## config.mk

```make
export PLATFORM = sky130hd
export DESIGN_NAME = axi4_lite_regfile_flat
export DESIGN_NICKNAME = d
export VERILOG_FILES = /design/src/rtl/axi4_lite_regfile_if.sv /design/src/rtl/axi4_lite_regfile.sv /design/src/flat_wrapper.sv
export SDC_FILE = /design/constraint.sdc
export NUM_CORES = 1
export LEC_CHECK = 0
export ABC_CLOCK_PERIOD_IN_PS = 2600
export BUFFER_PORTS_ARGS = -buffer_cell sky130_fd_sc_hd__buf_2
export CORE_AREA = 2 2 446 448
export DETAILED_ROUTE_END_ITERATION = 7
export DIE_AREA = 0 0 448 450
export MAX_ROUTING_LAYER = met4
export SYNTH_ARGS = -nofsm -noshare
export SYNTH_HDL_FRONTEND = slang
export SYNTH_SLANG_ARGS = --single-unit
```

## constraint.sdc

```tcl
create_clock -name clk_i -period 2.6 [get_ports clk_i]
set_input_delay 0.52 -clock clk_i [delete_from_list [all_inputs] [get_ports clk_i]]
set_output_delay 0.52 -clock clk_i [all_outputs]
set_load 0.01 [all_outputs]
```

## src/rtl/axi4_lite_regfile_if.sv

```systemverilog
// AXI4-Lite bus bundle for axi4_lite_regfile, plus debug taps that expose the write/read FSM states.
// Valid/ready: a beat transfers on a rising edge where valid and ready are both high; valid holds until then.
interface axi4_lite_regfile_if #(
    parameter int ADDR_WIDTH = 12,
    parameter int DATA_SIZE  = 32
);
    logic [ADDR_WIDTH-1:0]  write_address_i;
    logic                   write_address_valid_i;
    logic                   write_address_ready_o;
    logic [DATA_SIZE-1:0]   write_data_i;
    logic [DATA_SIZE/8-1:0] write_data_strb_i;
    logic                   write_data_valid_i;
    logic                   write_data_ready_o;
    logic [1:0]             write_response_o;
    logic                   write_response_valid_o;
    logic                   write_response_ready_i;
    logic [ADDR_WIDTH-1:0]  read_address_i;
    logic                   read_address_valid_i;
    logic                   read_address_ready_o;
    logic [DATA_SIZE-1:0]   read_data_o;
    logic [1:0]             read_data_response_o;
    logic                   read_data_valid_o;
    logic                   read_data_ready_i;
    logic                   dbg_w_state;
    logic                   dbg_r_state;

    modport slave (
        input  write_address_i, write_address_valid_i,
        input  write_data_i, write_data_strb_i, write_data_valid_i,
        input  write_response_ready_i,
        input  read_address_i, read_address_valid_i,
        input  read_data_ready_i,
        output write_address_ready_o, write_data_ready_o,
        output write_response_o, write_response_valid_o,
        output read_address_ready_o,
        output read_data_o, read_data_response_o, read_data_valid_o,
        output dbg_w_state, dbg_r_state
    );

    modport master (
        output write_address_i, write_address_valid_i,
        output write_data_i, write_data_strb_i, write_data_valid_i,
        output write_response_ready_i,
        output read_address_i, read_address_valid_i,
        output read_data_ready_i,
        input  write_address_ready_o, write_data_ready_o,
        input  write_response_o, write_response_valid_o,
        input  read_address_ready_o,
        input  read_data_o, read_data_response_o, read_data_valid_o,
        input  dbg_w_state, dbg_r_state
    );
endinterface

```

## src/rtl/axi4_lite_regfile.sv

```systemverilog
// AXI4-Lite slave with a parametrised register file; read-only registers mirror hw_data_i.
// Optional macro AXI4_LITE_REGFILE_WRITE_PULSE_EN adds write_pulse_o (one-cycle strobe per successful write).
module axi4_lite_regfile #(
    parameter int                   ADDR_WIDTH  = 12,
    parameter int                   DATA_SIZE   = 32,
    parameter int                   DEPTH       = 16,
    parameter logic [DATA_SIZE-1:0] RESET_VALUE = '0,
    parameter logic [DEPTH-1:0]     RO_MASK     = '0
) (
    input  logic                       clk_i,
    input  logic                       rst_clk_ni,
    axi4_lite_regfile_if.slave         bus,
    input  logic [DEPTH*DATA_SIZE-1:0] hw_data_i,
    output logic [DEPTH*DATA_SIZE-1:0] reg_data_o
`ifdef AXI4_LITE_REGFILE_WRITE_PULSE_EN
    ,
    output logic [DEPTH-1:0]           write_pulse_o
`endif
);
    localparam int NB  = DATA_SIZE / 8;
    localparam int LSB = $clog2(NB);

    typedef enum logic {W_IDLE, W_RESP} w_state_t;
    typedef enum logic {R_IDLE, R_DATA} r_state_t;

    w_state_t              r_w_state;
    r_state_t              r_r_state;
    logic                  r_aw_full, r_w_full;
    logic [ADDR_WIDTH-1:0] r_aw_addr;
    logic [DATA_SIZE-1:0]  r_w_data;
    logic [NB-1:0]         r_w_strb;
    logic                  r_awready, r_wready, r_bvalid;
    logic [1:0]            r_bresp;
    logic                  r_arready, r_rvalid;
    logic [DATA_SIZE-1:0]  r_rdata;
    logic [1:0]            r_rresp;
    logic [DATA_SIZE-1:0]  r_regs [DEPTH];
    logic [DEPTH-1:0]      r_write_pulse;

    logic                  w_aw_hs, w_w_hs, w_aw_full_n, w_w_full_n, w_commit;
    logic [ADDR_WIDTH-1:0] w_aw_addr_n, w_aw_idx;
    logic [DATA_SIZE-1:0]  w_w_data_n;
    logic [NB-1:0]         w_w_strb_n;
    logic                  w_aw_ro, w_wr_err;
    logic                  w_ar_hs, w_ar_in_range;
    logic [ADDR_WIDTH-1:0] w_ar_idx;
    logic [DATA_SIZE-1:0]  w_rd_data;

    // A beat arriving on the commit edge bypasses its hold so both-together commits immediately.
    always_comb begin
        w_aw_hs     = bus.write_address_valid_i & r_awready;
        w_w_hs      = bus.write_data_valid_i & r_wready;
        w_aw_full_n = r_aw_full | w_aw_hs;
        w_w_full_n  = r_w_full | w_w_hs;
        w_aw_addr_n = w_aw_hs ? bus.write_address_i : r_aw_addr;
        w_w_data_n  = w_w_hs ? bus.write_data_i : r_w_data;
        w_w_strb_n  = w_w_hs ? bus.write_data_strb_i : r_w_strb;
        w_commit    = (r_w_state == W_IDLE) && w_aw_full_n && w_w_full_n;
        w_aw_idx    = w_aw_addr_n >> LSB;
        w_aw_ro     = 1'b0;
        for (int n = 0; n < DEPTH; n++) begin
            if (w_aw_idx == ADDR_WIDTH'(n) && RO_MASK[n]) w_aw_ro = 1'b1;
        end
        w_wr_err = (w_aw_idx >= ADDR_WIDTH'(DEPTH)) || w_aw_ro;
    end

    always_comb begin
        w_ar_hs       = bus.read_address_valid_i & r_arready;
        w_ar_idx      = bus.read_address_i >> LSB;
        w_ar_in_range = w_ar_idx < ADDR_WIDTH'(DEPTH);
        w_rd_data     = '0;
        for (int n = 0; n < DEPTH; n++) begin
            if (w_ar_idx == ADDR_WIDTH'(n))
                w_rd_data = RO_MASK[n] ? hw_data_i[n*DATA_SIZE +: DATA_SIZE] : r_regs[n];
        end
    end

    always_ff @(posedge clk_i) begin
        if (!rst_clk_ni) begin
            r_w_state     <= W_IDLE;
            r_aw_full     <= 1'b0;
            r_w_full      <= 1'b0;
            r_aw_addr     <= '0;
            r_w_data      <= '0;
            r_w_strb      <= '0;
            r_awready     <= 1'b0;
            r_wready      <= 1'b0;
            r_bvalid      <= 1'b0;
            r_bresp       <= 2'b00;
            r_write_pulse <= '0;
            for (int n = 0; n < DEPTH; n++) r_regs[n] <= RO_MASK[n] ? '0 : RESET_VALUE;
        end else begin
            r_write_pulse <= '0;
            case (r_w_state)
                W_IDLE: begin
                    if (w_commit) begin
                        r_w_state <= W_RESP;
                        r_bvalid  <= 1'b1;
                        r_bresp   <= w_wr_err ? 2'b10 : 2'b00;
                        r_awready <= 1'b0;
                        r_wready  <= 1'b0;
                        r_aw_full <= 1'b1;
                        r_w_full  <= 1'b1;
                        for (int n = 0; n < DEPTH; n++) begin
                            if (!w_wr_err && w_aw_idx == ADDR_WIDTH'(n)) begin
                                for (int k = 0; k < NB; k++) begin
                                    if (w_w_strb_n[k]) r_regs[n][8*k +: 8] <= w_w_data_n[8*k +: 8];
                                end
                                r_write_pulse[n] <= |w_w_strb_n;
                            end
                        end
                    end else begin
                        r_aw_full <= w_aw_full_n;
                        r_w_full  <= w_w_full_n;
                        r_aw_addr <= w_aw_addr_n;
                        r_w_data  <= w_w_data_n;
                        r_w_strb  <= w_w_strb_n;
                        r_awready <= !w_aw_full_n;
                        r_wready  <= !w_w_full_n;
                    end
                end
                W_RESP: begin
                    if (bus.write_response_ready_i) begin
                        r_w_state <= W_IDLE;
                        r_bvalid  <= 1'b0;
                        r_bresp   <= 2'b00;
                        r_aw_full <= 1'b0;
                        r_w_full  <= 1'b0;
                        r_awready <= 1'b1;
                        r_wready  <= 1'b1;
                    end
                end
            endcase
        end
    end

    // Read data is captured at the AR edge, so a same-edge write commit is not visible.
    always_ff @(posedge clk_i) begin
        if (!rst_clk_ni) begin
            r_r_state <= R_IDLE;
            r_arready <= 1'b0;
            r_rvalid  <= 1'b0;
            r_rdata   <= '0;
            r_rresp   <= 2'b00;
        end else begin
            case (r_r_state)
                R_IDLE: begin
                    r_arready <= 1'b1;
                    if (w_ar_hs) begin
                        r_r_state <= R_DATA;
                        r_arready <= 1'b0;
                        r_rvalid  <= 1'b1;
                        r_rdata   <= w_ar_in_range ? w_rd_data : '0;
                        r_rresp   <= w_ar_in_range ? 2'b00 : 2'b10;
                    end
                end
                R_DATA: begin
                    if (bus.read_data_ready_i) begin
                        r_r_state <= R_IDLE;
                        r_rvalid  <= 1'b0;
                        r_arready <= 1'b1;
                    end
                end
            endcase
        end
    end

    always_comb begin
        reg_data_o = '0;
        for (int n = 0; n < DEPTH; n++) reg_data_o[n*DATA_SIZE +: DATA_SIZE] = r_regs[n];
    end

`ifdef AXI4_LITE_REGFILE_WRITE_PULSE_EN
    assign write_pulse_o = r_write_pulse;
`endif

    assign bus.write_address_ready_o  = r_awready;
    assign bus.write_data_ready_o     = r_wready;
    assign bus.write_response_o       = r_bresp;
    assign bus.write_response_valid_o = r_bvalid;
    assign bus.read_address_ready_o   = r_arready;
    assign bus.read_data_o            = r_rdata;
    assign bus.read_data_response_o   = r_rresp;
    assign bus.read_data_valid_o      = r_rvalid;
    assign bus.dbg_w_state            = r_w_state;
    assign bus.dbg_r_state            = r_r_state;
endmodule
```

## src/flat_wrapper.sv

```systemverilog
// flat-port wrapper written by rule: the top's interface ports become plain ports
module axi4_lite_regfile_flat 
#(
    parameter int                   ADDR_WIDTH  = 12,
    parameter int                   DATA_SIZE   = 32,
    parameter int                   DEPTH       = 16,
    parameter logic [DATA_SIZE-1:0] RESET_VALUE = '0,
    parameter logic [DEPTH-1:0]     RO_MASK     = '0
)
  (clk_i, rst_clk_ni, hw_data_i, reg_data_o, bus_write_address_i, bus_write_address_valid_i, bus_write_data_i, bus_write_data_strb_i, bus_write_data_valid_i, bus_write_response_ready_i, bus_read_address_i, bus_read_address_valid_i, bus_read_data_ready_i, bus_write_address_ready_o, bus_write_data_ready_o, bus_write_response_o, bus_write_response_valid_o, bus_read_address_ready_o, bus_read_data_o, bus_read_data_response_o, bus_read_data_valid_o, bus_dbg_w_state, bus_dbg_r_state);
  axi4_lite_regfile_if #(.ADDR_WIDTH(ADDR_WIDTH), .DATA_SIZE(DATA_SIZE)) bus_i ();
  input  logic clk_i;
  input  logic rst_clk_ni;
  input  logic [DEPTH*DATA_SIZE-1:0] hw_data_i;
  output logic [DEPTH*DATA_SIZE-1:0] reg_data_o;
  input wire logic [$bits(bus_i.write_address_i)-1:0] bus_write_address_i;
  input wire logic [$bits(bus_i.write_address_valid_i)-1:0] bus_write_address_valid_i;
  input wire logic [$bits(bus_i.write_data_i)-1:0] bus_write_data_i;
  input wire logic [$bits(bus_i.write_data_strb_i)-1:0] bus_write_data_strb_i;
  input wire logic [$bits(bus_i.write_data_valid_i)-1:0] bus_write_data_valid_i;
  input wire logic [$bits(bus_i.write_response_ready_i)-1:0] bus_write_response_ready_i;
  input wire logic [$bits(bus_i.read_address_i)-1:0] bus_read_address_i;
  input wire logic [$bits(bus_i.read_address_valid_i)-1:0] bus_read_address_valid_i;
  input wire logic [$bits(bus_i.read_data_ready_i)-1:0] bus_read_data_ready_i;
  output wire logic [$bits(bus_i.write_address_ready_o)-1:0] bus_write_address_ready_o;
  output wire logic [$bits(bus_i.write_data_ready_o)-1:0] bus_write_data_ready_o;
  output wire logic [$bits(bus_i.write_response_o)-1:0] bus_write_response_o;
  output wire logic [$bits(bus_i.write_response_valid_o)-1:0] bus_write_response_valid_o;
  output wire logic [$bits(bus_i.read_address_ready_o)-1:0] bus_read_address_ready_o;
  output wire logic [$bits(bus_i.read_data_o)-1:0] bus_read_data_o;
  output wire logic [$bits(bus_i.read_data_response_o)-1:0] bus_read_data_response_o;
  output wire logic [$bits(bus_i.read_data_valid_o)-1:0] bus_read_data_valid_o;
  output wire logic [$bits(bus_i.dbg_w_state)-1:0] bus_dbg_w_state;
  output wire logic [$bits(bus_i.dbg_r_state)-1:0] bus_dbg_r_state;
  assign bus_i.write_address_i = bus_write_address_i;
  assign bus_i.write_address_valid_i = bus_write_address_valid_i;
  assign bus_i.write_data_i = bus_write_data_i;
  assign bus_i.write_data_strb_i = bus_write_data_strb_i;
  assign bus_i.write_data_valid_i = bus_write_data_valid_i;
  assign bus_i.write_response_ready_i = bus_write_response_ready_i;
  assign bus_i.read_address_i = bus_read_address_i;
  assign bus_i.read_address_valid_i = bus_read_address_valid_i;
  assign bus_i.read_data_ready_i = bus_read_data_ready_i;
  assign bus_write_address_ready_o = bus_i.write_address_ready_o;
  assign bus_write_data_ready_o = bus_i.write_data_ready_o;
  assign bus_write_response_o = bus_i.write_response_o;
  assign bus_write_response_valid_o = bus_i.write_response_valid_o;
  assign bus_read_address_ready_o = bus_i.read_address_ready_o;
  assign bus_read_data_o = bus_i.read_data_o;
  assign bus_read_data_response_o = bus_i.read_data_response_o;
  assign bus_read_data_valid_o = bus_i.read_data_valid_o;
  assign bus_dbg_w_state = bus_i.dbg_w_state;
  assign bus_dbg_r_state = bus_i.dbg_r_state;
  axi4_lite_regfile #(.ADDR_WIDTH(ADDR_WIDTH), .DATA_SIZE(DATA_SIZE), .DEPTH(DEPTH), .RESET_VALUE(RESET_VALUE), .RO_MASK(RO_MASK)) u_core (.clk_i(clk_i), .rst_clk_ni(rst_clk_ni), .bus(bus_i), .hw_data_i(hw_data_i), .reg_data_o(reg_data_o));
endmodule
```

== After elaboration in Yosys (flattened, before gate mapping) ==
Memory sizes are Yosys's and may differ from the RTL's.
Cells that the tools add are included.

* Magnitude comparators: 2
* Equality and inequality tests: 34
* Mux-type cells: 438
* Bitwise operators: 72
* Reductions and logical operators: 28

{| class="wikitable"
|+ Operator list
! operator !! count
|-
| $mux 32 || 18
|-
| $mux 8 || 64
|-
| $mux 1 || 340
|-
| $eq 10x4->1 const B || 16
|-
| $eq 10x3->1 const B || 8
|-
| $or 1x1->1 || 66
|-
| $eq 10x2->1 const B || 4
|-
| $logic_not 12->1 || 2
|-
| $eq 10x1->1 const B || 2
|-
| $logic_and 1x1->1 || 18
|-
| $pmux 1 s2 || 9
|-
| $mux 12 || 1
|-
| $ge 10x5->1 const B || 1
|-
| $lt 10x5->1 const B || 1
|-
| $mux 2 || 4
|-
| $reduce_and 2->1 || 4
|-
| $mux 4 || 1
|-
| $ne 2x1->1 const B || 2
|-
| $ne 2x2->1 const B || 2
|-
| $pmux 2 s2 || 1
|-
| $and 1x1->1 || 3
|-
| $logic_not 1->1 || 3
|-
| $not 1->1 || 3
|-
| $reduce_and 3->1 || 1
|}

* Register bits after elaboration: 93
* Memory bits (writable): 512
* Input bits: 579
* Memories kept: 1

{| class="wikitable"
|+ Memories
! memory !! words !! bits a word !! rd ports !! clocked after Yosys merged registers in !! wr ports !! RTL line !! RTL
|-
| u_core.r_regs || 16 || 32 || 16 || 0 || 16 || axi4_lite_regfile.sv:37 || <nowiki>logic [DATA_SIZE-1:0] r_regs [DEPTH];</nowiki>
|}

== Depth between registers and ports, before layout ==
Gate-level depths: netlist of the first run.

* Word-level depth: 18
* Depth in mapped cells: 10
* Gate-level depth less buffers: 6

== Worst setup path after synthesis of the first run ==
OpenSTA, ideal clock, no wires.

* Path type: in2reg
* Start: in bus_write_address_i[7]
* End: mem u_core.r_regs[14][0], in the netlist u_core.r_regs[0][448], enable pin
* Setup time: 0.384 ns
* Data arrival time: 2.406 ns
* Required time: 2.216 ns
* Slack: -0.190 ns
* Cell stages on the path: 4
* Path through: or4_1 o41ai_1 nand2_1 o21ai_0

{| class="wikitable"
|+ RTL lines
! element !! RTL line !! RTL
|-
| start, declared || flat_wrapper.sv:16 || <nowiki>input wire logic [$bits(bus_i.write_address_i)-1:0] bus_write_address_i;</nowiki>
|-
| end, declared || axi4_lite_regfile.sv:37 ||
|}

==> results of run 1 <==
## cell families (layout without fill, tap and decap cells)
family          after synthesis  after routing  share of synthesized area
compound gates              503            503                      0.121
mux                          93             93                     0.0416
other cells                   1             20                   0.000141
flops                       601            601                      0.644
buf+inv                     225           1216                     0.0356
simple gates               1007           1007                      0.158
## registers in the layout, summed over array words and instances (netlist names), 4 cells and up
| signal | count |
|---|---|
| u_core.r_regs | 512 |
| u_core.r_w_data | 32 |
| u_core.r_w_strb | 4 |
| u_core.r_aw_addr | 10 |
| u_core.bus.read_data_o | 32 |
## placed cells by master (no fill, tap or decap), drive strengths merged, types with 23 or more instances in the layout
cell / count
a21oi: 142
a31oi: 23
buf: 1033
clkbuf: 79
clkinv: 32
dfxtp: 89
edfxtp: 512
inv: 54
mux2i: 59
nand2: 429
nand3: 34
nor2: 421
nor2b: 33
o21ai: 138
## layer usage
layer / global-route usage / share of wire / up-vias
met4: 0.101 / 0.065 / 0
met5: - / 0 / -
met3: 0.0832 / 0.13 / 367
met1: 0.225 / 0.38 / 12800
li1: - / - / 10700
met2: 0.275 / 0.42 / 1778
## power breakdown
group          total [W]  leakage [nW]  internal [W]  switching, W
clock network     0.0106          1.18       0.00596       0.00467
logic            0.00333          8.20       0.00106       0.00227
registers         0.0113          6.00        0.0109      0.000395
## area by class of cell
cell class	count	area, µm²
Clock inverter	54	648
Multi-Input combinational cell	1605	8640
Antenna cell	18	45.0
Timing Repair Buffer	1034	7140
Clock buffer	79	1840
Tap cell	2640	3300
Inverter	49	184
Fill cell	21600	158000
Sequential cell	601	17200
## how the worst max path moves through the flow
| stage | from | endpoint |
|---|---|---|
| after floorplan | bus_write_address_i[7] | u_core.r_regs[0][448]$_DFFE_PP_ |
| after global routing | u_core.r_aw_addr[6]$_SDFFE_PN0P_ | u_core.r_regs[0][451]$_DFFE_PP_ |
| final | u_core.r_aw_addr[6]$_SDFFE_PN0P_ | u_core.r_regs[0][437]$_DFFE_PP_ |
| after detailed placement | bus_write_address_i[7] | u_core.r_regs[0][148]$_SDFFCE_PN0P_ |
| after global placement | bus_write_address_i[7] | u_core.r_regs[0][406]$_DFFE_PP_ |
| after CTS | u_core.r_aw_addr[6]$_SDFFE_PN0P_ | u_core.r_regs[0][465]$_DFFE_PP_ |
## worst max-delay path: stages, from the launching register on
cell,delay [ns]
dfxtp_1,0.31
or4_4,0.54
or4_1,0.49
o41ai_2,0.08
buf_4,0.29
nand2b_4,0.10
o21ai_1,0.14
buf_4,0.27
## stage by stage
step	hold WS, ns	instance area, µm²	instances	setup TNS (ns)
after detailed placement	0.450	36400	5928	-136.97
after global routing	0.0638	38900	6076	-0.0695
after global placement	0.444	36400	5928	-112.00
after CTS	0.0269	38900	6062	0
final	0.0922	39000	6080	0
after floorplan	0.437	26700	2431	-24.29
## repair_timing
| item | in CTS | in global routing |
|---|---|---|
| endpoints found under the hold margin | 1 | 0 |
| resized for setup | 8 | 14 |
| gates cloned | 0 | 0 |
| setup endpoints to repair | 56 | 109 |
| hold buffers | 1 | 0 |
==> impl_results.md, run 1 <==
- Syn. warnings: 0
- Drt total wl: 195000 µm
- Post-synthesis sequential area ratio: 0.644
- Die area: 202000 µm²
- DR WL/cell: 32.1 µm
- Hold Path Sink: u_core.r_w_data[5]$_SDFFE_PN0P_
- Setup WS pre-CTS: -0.371 ns
- GR Util All Layers: 0.192
- Core area: 197000 µm²
- Worst R2R Setup Slack: 0.05 ns
- Root Driver: clkbuf_16
- Skew-Pair Late Insertion Delay: 0.70 ns
- Final Critical Period: 2.55 ns
- TritonCTS clock tree: done
- Top cell type's share of synthesized area: 0.577
- Max-slew headroom: 0.282
- Max-Cap Viols: 0
- Fin crit share: 0.980
- Share of cells above drive strength 1: 0.361
- Clock transition at the registers of the reported paths: 0.06 ns
- Startpoint class of the critical path: flop
- Chip Width: 448 µm
- Status: finished, final reports clean
- Most frequent cells after synthesis: edfxtp_1, nand2_1, nor2_1
- Die Height: 450 µm
- Starting DRC count in detailed routing: 3588
- Tot Pwr: 0.0253 W
- Area grow syn2layout: 46.1%
- Leak Pwr: 15.4 nW
- Mapped cell area: 26700 µm²
- Syn Area/Cell: 11.0 µm²
- Setup WS post-layout: 0.0517 ns
- Fin. Hold Viols: 0
- Cts bufs inserted: 72
- Worst min path class: in -> reg
- H-tree depth: 3
- Final Setup Violations: 0
- Async SR Flop Fraction: 0
- Setup crit end kind: flop
- Setup Buffers After CTS: 0
- # rows: 163
- Fmax achieved: 392 MHz
- Peak supply drop: 417 µV
- Vias: 25600
- Hold path depth: 3
- Vias per cell: 4.22
- Synth cell types: 79
- Setup Skew: 0.0424 ns
- Top cells by area, synth: edfxtp_1, dfxtp_1, nand2_1
- Net count, final: 3942
- Initial antenna violation count: 32
- Top-Level Pins: 1134
- Dpl hpwl: 164000 µm
- Max clock buf depth: 3
- Crit path max fanout: 8
- Synth Flop Type: edfxtp_1
- Total iterations of the first detailed-routing run: 8
- CTS Sinks: 601
- Grt total ovfl: 0
- Final GP Congestion: 0.980
- Unrepaired setup endpoints after global routing: true
- Worst Tran Pin Value: 1.07 ns
- Gate count after technology mapping: 2430
- Number of port buffers: 615
- Most frequent cell after synthesis: edfxtp_1
- CP Data Arrival Time: 2.91 ns
- Wire length of the first global-routing pass: 247000 µm
- Worst EP required: 2.97 ns
- Yosys reg bits: 601
- DRC: 0
- Starting Density: 0.136
- Worst R2R Start: u_core.r_aw_addr[6]$_SDFFE_PN0P_
- Largest net degree at the start of global routing: 52
- Antenna Nets Post-Route: 0
- Reg2reg path depth: 7
- Critical path type: reg -> reg
- Reg2Reg Capture Point: u_core.r_regs[0][437]$_DFFE_PP_
- Vias in the first global route: 24200
- Pins Over Slew Limit: 0
- Post-synth EDFFs: 512
- Hold Startpoint: bus_write_data_i[5]
- Fin util: 0.198
- Synth area leader: edfxtp_1
- PwrDens: 648 nW/µm²
(Power assumes the default switching activity.)
==> inputs of run 2 (changes only) <==
--- a/config.mk
+++ b/config.mk
@@ -7,10 +7,13 @@
 export LEC_CHECK = 0
 export ABC_CLOCK_PERIOD_IN_PS = 2600
 export BUFFER_PORTS_ARGS = -buffer_cell sky130_fd_sc_hd__buf_2
+export CELL_PAD_IN_SITES_DETAIL_PLACEMENT = 0
+export CELL_PAD_IN_SITES_GLOBAL_PLACEMENT = 1
 export CORE_AREA = 2 2 446 448
 export DETAILED_ROUTE_END_ITERATION = 7
 export DIE_AREA = 0 0 448 450
 export MAX_ROUTING_LAYER = met4
+export PLACE_DENSITY_LB_ADDON = 0.1
 export SYNTH_ARGS = -nofsm -noshare
 export SYNTH_HDL_FRONTEND = slang
 export SYNTH_SLANG_ARGS = --single-unit
==> impl_results.md, run 2 (same netlist as run 1, synthesis figures left out) <==
- Max-slew headroom: 0.288 (+0.00583)
- Max clock buf depth: 3 (unchanged)
- Chip Width: 448 µm (unchanged)
- Clock transition at the registers of the reported paths: 0.07 ns (about the same)
- Status: finished, final reports clean
- Skew-Pair Late Insertion Delay: 0.73 ns (+0.03 ns)
- Critical path type: reg -> reg
- PwrDens: 656 nW/µm² (+1.2%)
- Drt total wl: 201000 µm (+3.1%)
- Grt met1 use: 0.281 (+0.0560)
- Area grow syn2layout: 51.8%
- Dpl hpwl: 163000 µm (-0.15%)
- Final Setup Violations: 0 (unchanged)
- Largest net degree at the start of global routing: 52 (unchanged)
- Root Driver: clkbuf_16
- Worst EP required: 3.01 ns (+0.04 ns)
- Cell Chain, Critical Path: or4_4, or4_4, o41ai_4, buf_4, nand2b_4, buf_6, o21ai_1, buf_4
- DRC: 0 (unchanged)
- Total iterations of the first detailed-routing run: 5 (-3)
- Setup Buffers After CTS: 0 (unchanged)
- Pins Over Slew Limit: 0 (unchanged)
- Buffers & Inverters on Critical Path: 3 (+1)
- Setup WS post-layout: 0.0876 ns (+0.0359 ns)
- Setup crit end kind: flop
- Final GP Congestion: 0.819 (-16%)
- Wire length of the first global-routing pass: 257000 µm (+4.0%)
- Setup Skew: 0.0435 ns (+0.00108 ns)
- Startpoint class of the critical path: flop
- CP Data Arrival Time: 2.92 ns (about the same)
- Core area: 197000 µm² (unchanged)
- Placed cell areas: 37400 µm² (+2.8%)
- Met3 Use GR: 0.0435 (-0.0396)
- Sw power: 0.00778 W (+6.0%)
- Max-Cap Viols: 0 (unchanged)
- CTS Sinks: 601 (unchanged)
- Tot Pwr: 0.0266 W (+5.1%)
- DR WL/cell: 32.4 µm (+1.0%)
- Vias: 24700 (-3.8%)
- Number of port buffers: 615 (unchanged)
- Share of cells above drive strength 1: 0.378 (+0.0165)
- Flop pwr share: 0.430 (-0.017)
- Unrepaired setup endpoints after global routing: true
- Area of the multi-input gates: 8760 µm² (+1.3%)
- Sw Ratio: 0.293 (+0.00224)
- Busiest grt layer: met2
- Leak Pwr: 16.2 nW (+5.5%)
- Fillers: 21800 (+1.1%)
- GR Util All Layers: 0.200 (+0.00804)
- Slowest stage delay, CP: 0.56 ns (+0.02 ns)
- Comb pwr share: 0.126 (-0.006)
- Setup WS pre-CTS: -0.832 ns (-0.460 ns)
- # rows: 163 (unchanged)
- TNS Setup: 0 ns (unchanged)
- Cts bufs inserted: 83 (+15%)
- Crit path max fanout: 8 (unchanged)
- Die Height: 450 µm (unchanged)
- Clock power frac: 0.444 (+0.023)
- Vias per cell: 3.97 (-5.7%)
- Starting Density: 0.136 (unchanged)
- Net count, final: 4057 (+2.9%)
- Design area: 40500 µm² (+3.9%)
- Worst Tran Pin Value: 1.06 ns (-0.00871 ns)
- GR Layer Usage met2: 0.286 (+0.0109)
- Largest register FFs: 512 (unchanged)
- Internal: 0.0188 W (+4.8%)
- Register Area: 17200 µm² (about the same)
- Largest Register: u_core.r_regs
- Fin. Hold Viols: 0 (unchanged)
- Vias in the first global route: 24700 (+2.1%)
- Most frequent cells in the layout: buf_2, edfxtp_1, nand2_1
- Grt total ovfl: 0 (unchanged)
- Initial antenna violation count: 47 (+47%)
- Worst path top cell family by delay: simple AND/OR/NAND/NOR gates
- Final Critical Period: 2.51 ns (-0.0359 ns)
- Worst path slowest cell: or4_4
- Peak supply drop: 484 µV (+16%)
- Fin crit share: 0.966 (-0.0138)
- H-tree depth: 3 (unchanged)
- Die area: 202000 µm² (unchanged)
- Most common cell after layout, fill and taps aside: buf_2
- Worst min path class: in -> reg
- Top-Level Pins: 1134 (unchanged)
- TritonCTS clock tree: done
- Fmax achieved: 398 MHz (+1.4%)
- Starting DRC count in detailed routing: 1838 (-49%)
- Antenna Nets Post-Route: 0 (unchanged)
-- run 2: cell count changes in the layout (fill, tap and decap cells not counted), sizes merged --
| cell | previous run | this run |
|---|---|---|
| buf | 1033 | 1124 |
| clkbuf | 79 | 102 |
| dlygate4sd3 | 1 | 14 |
| clkinvlp | 10 | 3 |
| clkinv | 32 | 37 |
| diode | 18 | 17 |
| inv | 54 | 55 |
-- run 2: per-layer routing --
layer | routed length (µm) | share of wire | vias to the layer above
met4 | 6240 | 0.031 | 0
li1 | - | - | 10900
met1 | 96500 | 0.48 | 12600
met3 | 13800 | 0.069 | 170
met2 | 84500 | 0.42 | 1014
met5 | 0 | 0 | -
-- run 2: worst paths after layout --
| path | slack, ns | end | from | cells after the start |
|---|---|---|---|---|
| setup reg to reg | 0.09 | u_core.r_regs[0][426]$_DFFE_PP_ | u_core.r_aw_addr[6]$_SDFFE_PN0P_ | 8 |
| setup / recovery | 0.09 | u_core.r_regs[0][426]$_DFFE_PP_ | u_core.r_aw_addr[6]$_SDFFE_PN0P_ | 8 |
| hold / removal | 0.06 | u_core.r_w_strb[3]$_SDFFE_PN0P_ | bus_write_data_strb_i[3] | 3 |
| hold reg to reg | 0.45 | u_core.r_w_data[21]$_SDFFE_PN0P_ | u_core.r_w_data[21]$_SDFFE_PN0P_ | 2 |
-- run 2: metrics by stage --
stage                     cells  hold slack (ns)  utilization
after floorplan            2431            0.437            -
after global placement     6019            0.442        0.190
after detailed placement   6019            0.447        0.190
after CTS                  6188          0.00305        0.205
after global routing       6197           0.0305        0.206
final                      6205           0.0611        0.206
-- run 2: area by class of cell --
| cell class | count | area share |
|---|---|---|
| flip-flops and latches | 601 | 0.424 |
| multi-input cells | 1605 | 0.216 |
| repair buffers | 1138 | 0.206 |
| well taps | 2640 | 0.0816 |
| clock buffers | 102 | 0.0536 |
| clock inverters | 53 | 0.0128 |
| inverters | 49 | 0.00455 |
| diodes | 17 | 0.00105 |
-- run 2: power by group through the flow --
stage / Combinational (W) / Sequential (W) / Clock (W)
after floorplan: 0.000987 / 0.0115 / 0
after global placement: 0.00339 / 0.0116 / 0
after detailed placement: 0.00338 / 0.0116 / 0
after CTS: 0.00343 / 0.0114 / 0.0122
after global routing: 0.00358 / 0.0114 / 0.0125
final: 0.00336 / 0.0114 / 0.0118
-- run 2: worst register-to-register path, delay by kind of cell (launching register included) --
kind,cells,cell delay (ns)
AO/OA/AOI/OAI,2,0.20
buffers and inverters,3,0.61
flip-flops,1,0.31
AND/OR/NAND/NOR,3,1.07
-- run 2: repair_timing --
item / CTS / global route
hold buffers: 14 / 0
resized for setup: 39 / 7
endpoints found under the hold margin: 14 / 0
pin swaps: 1 / 0
endpoints found under the setup margin: 160 / 88
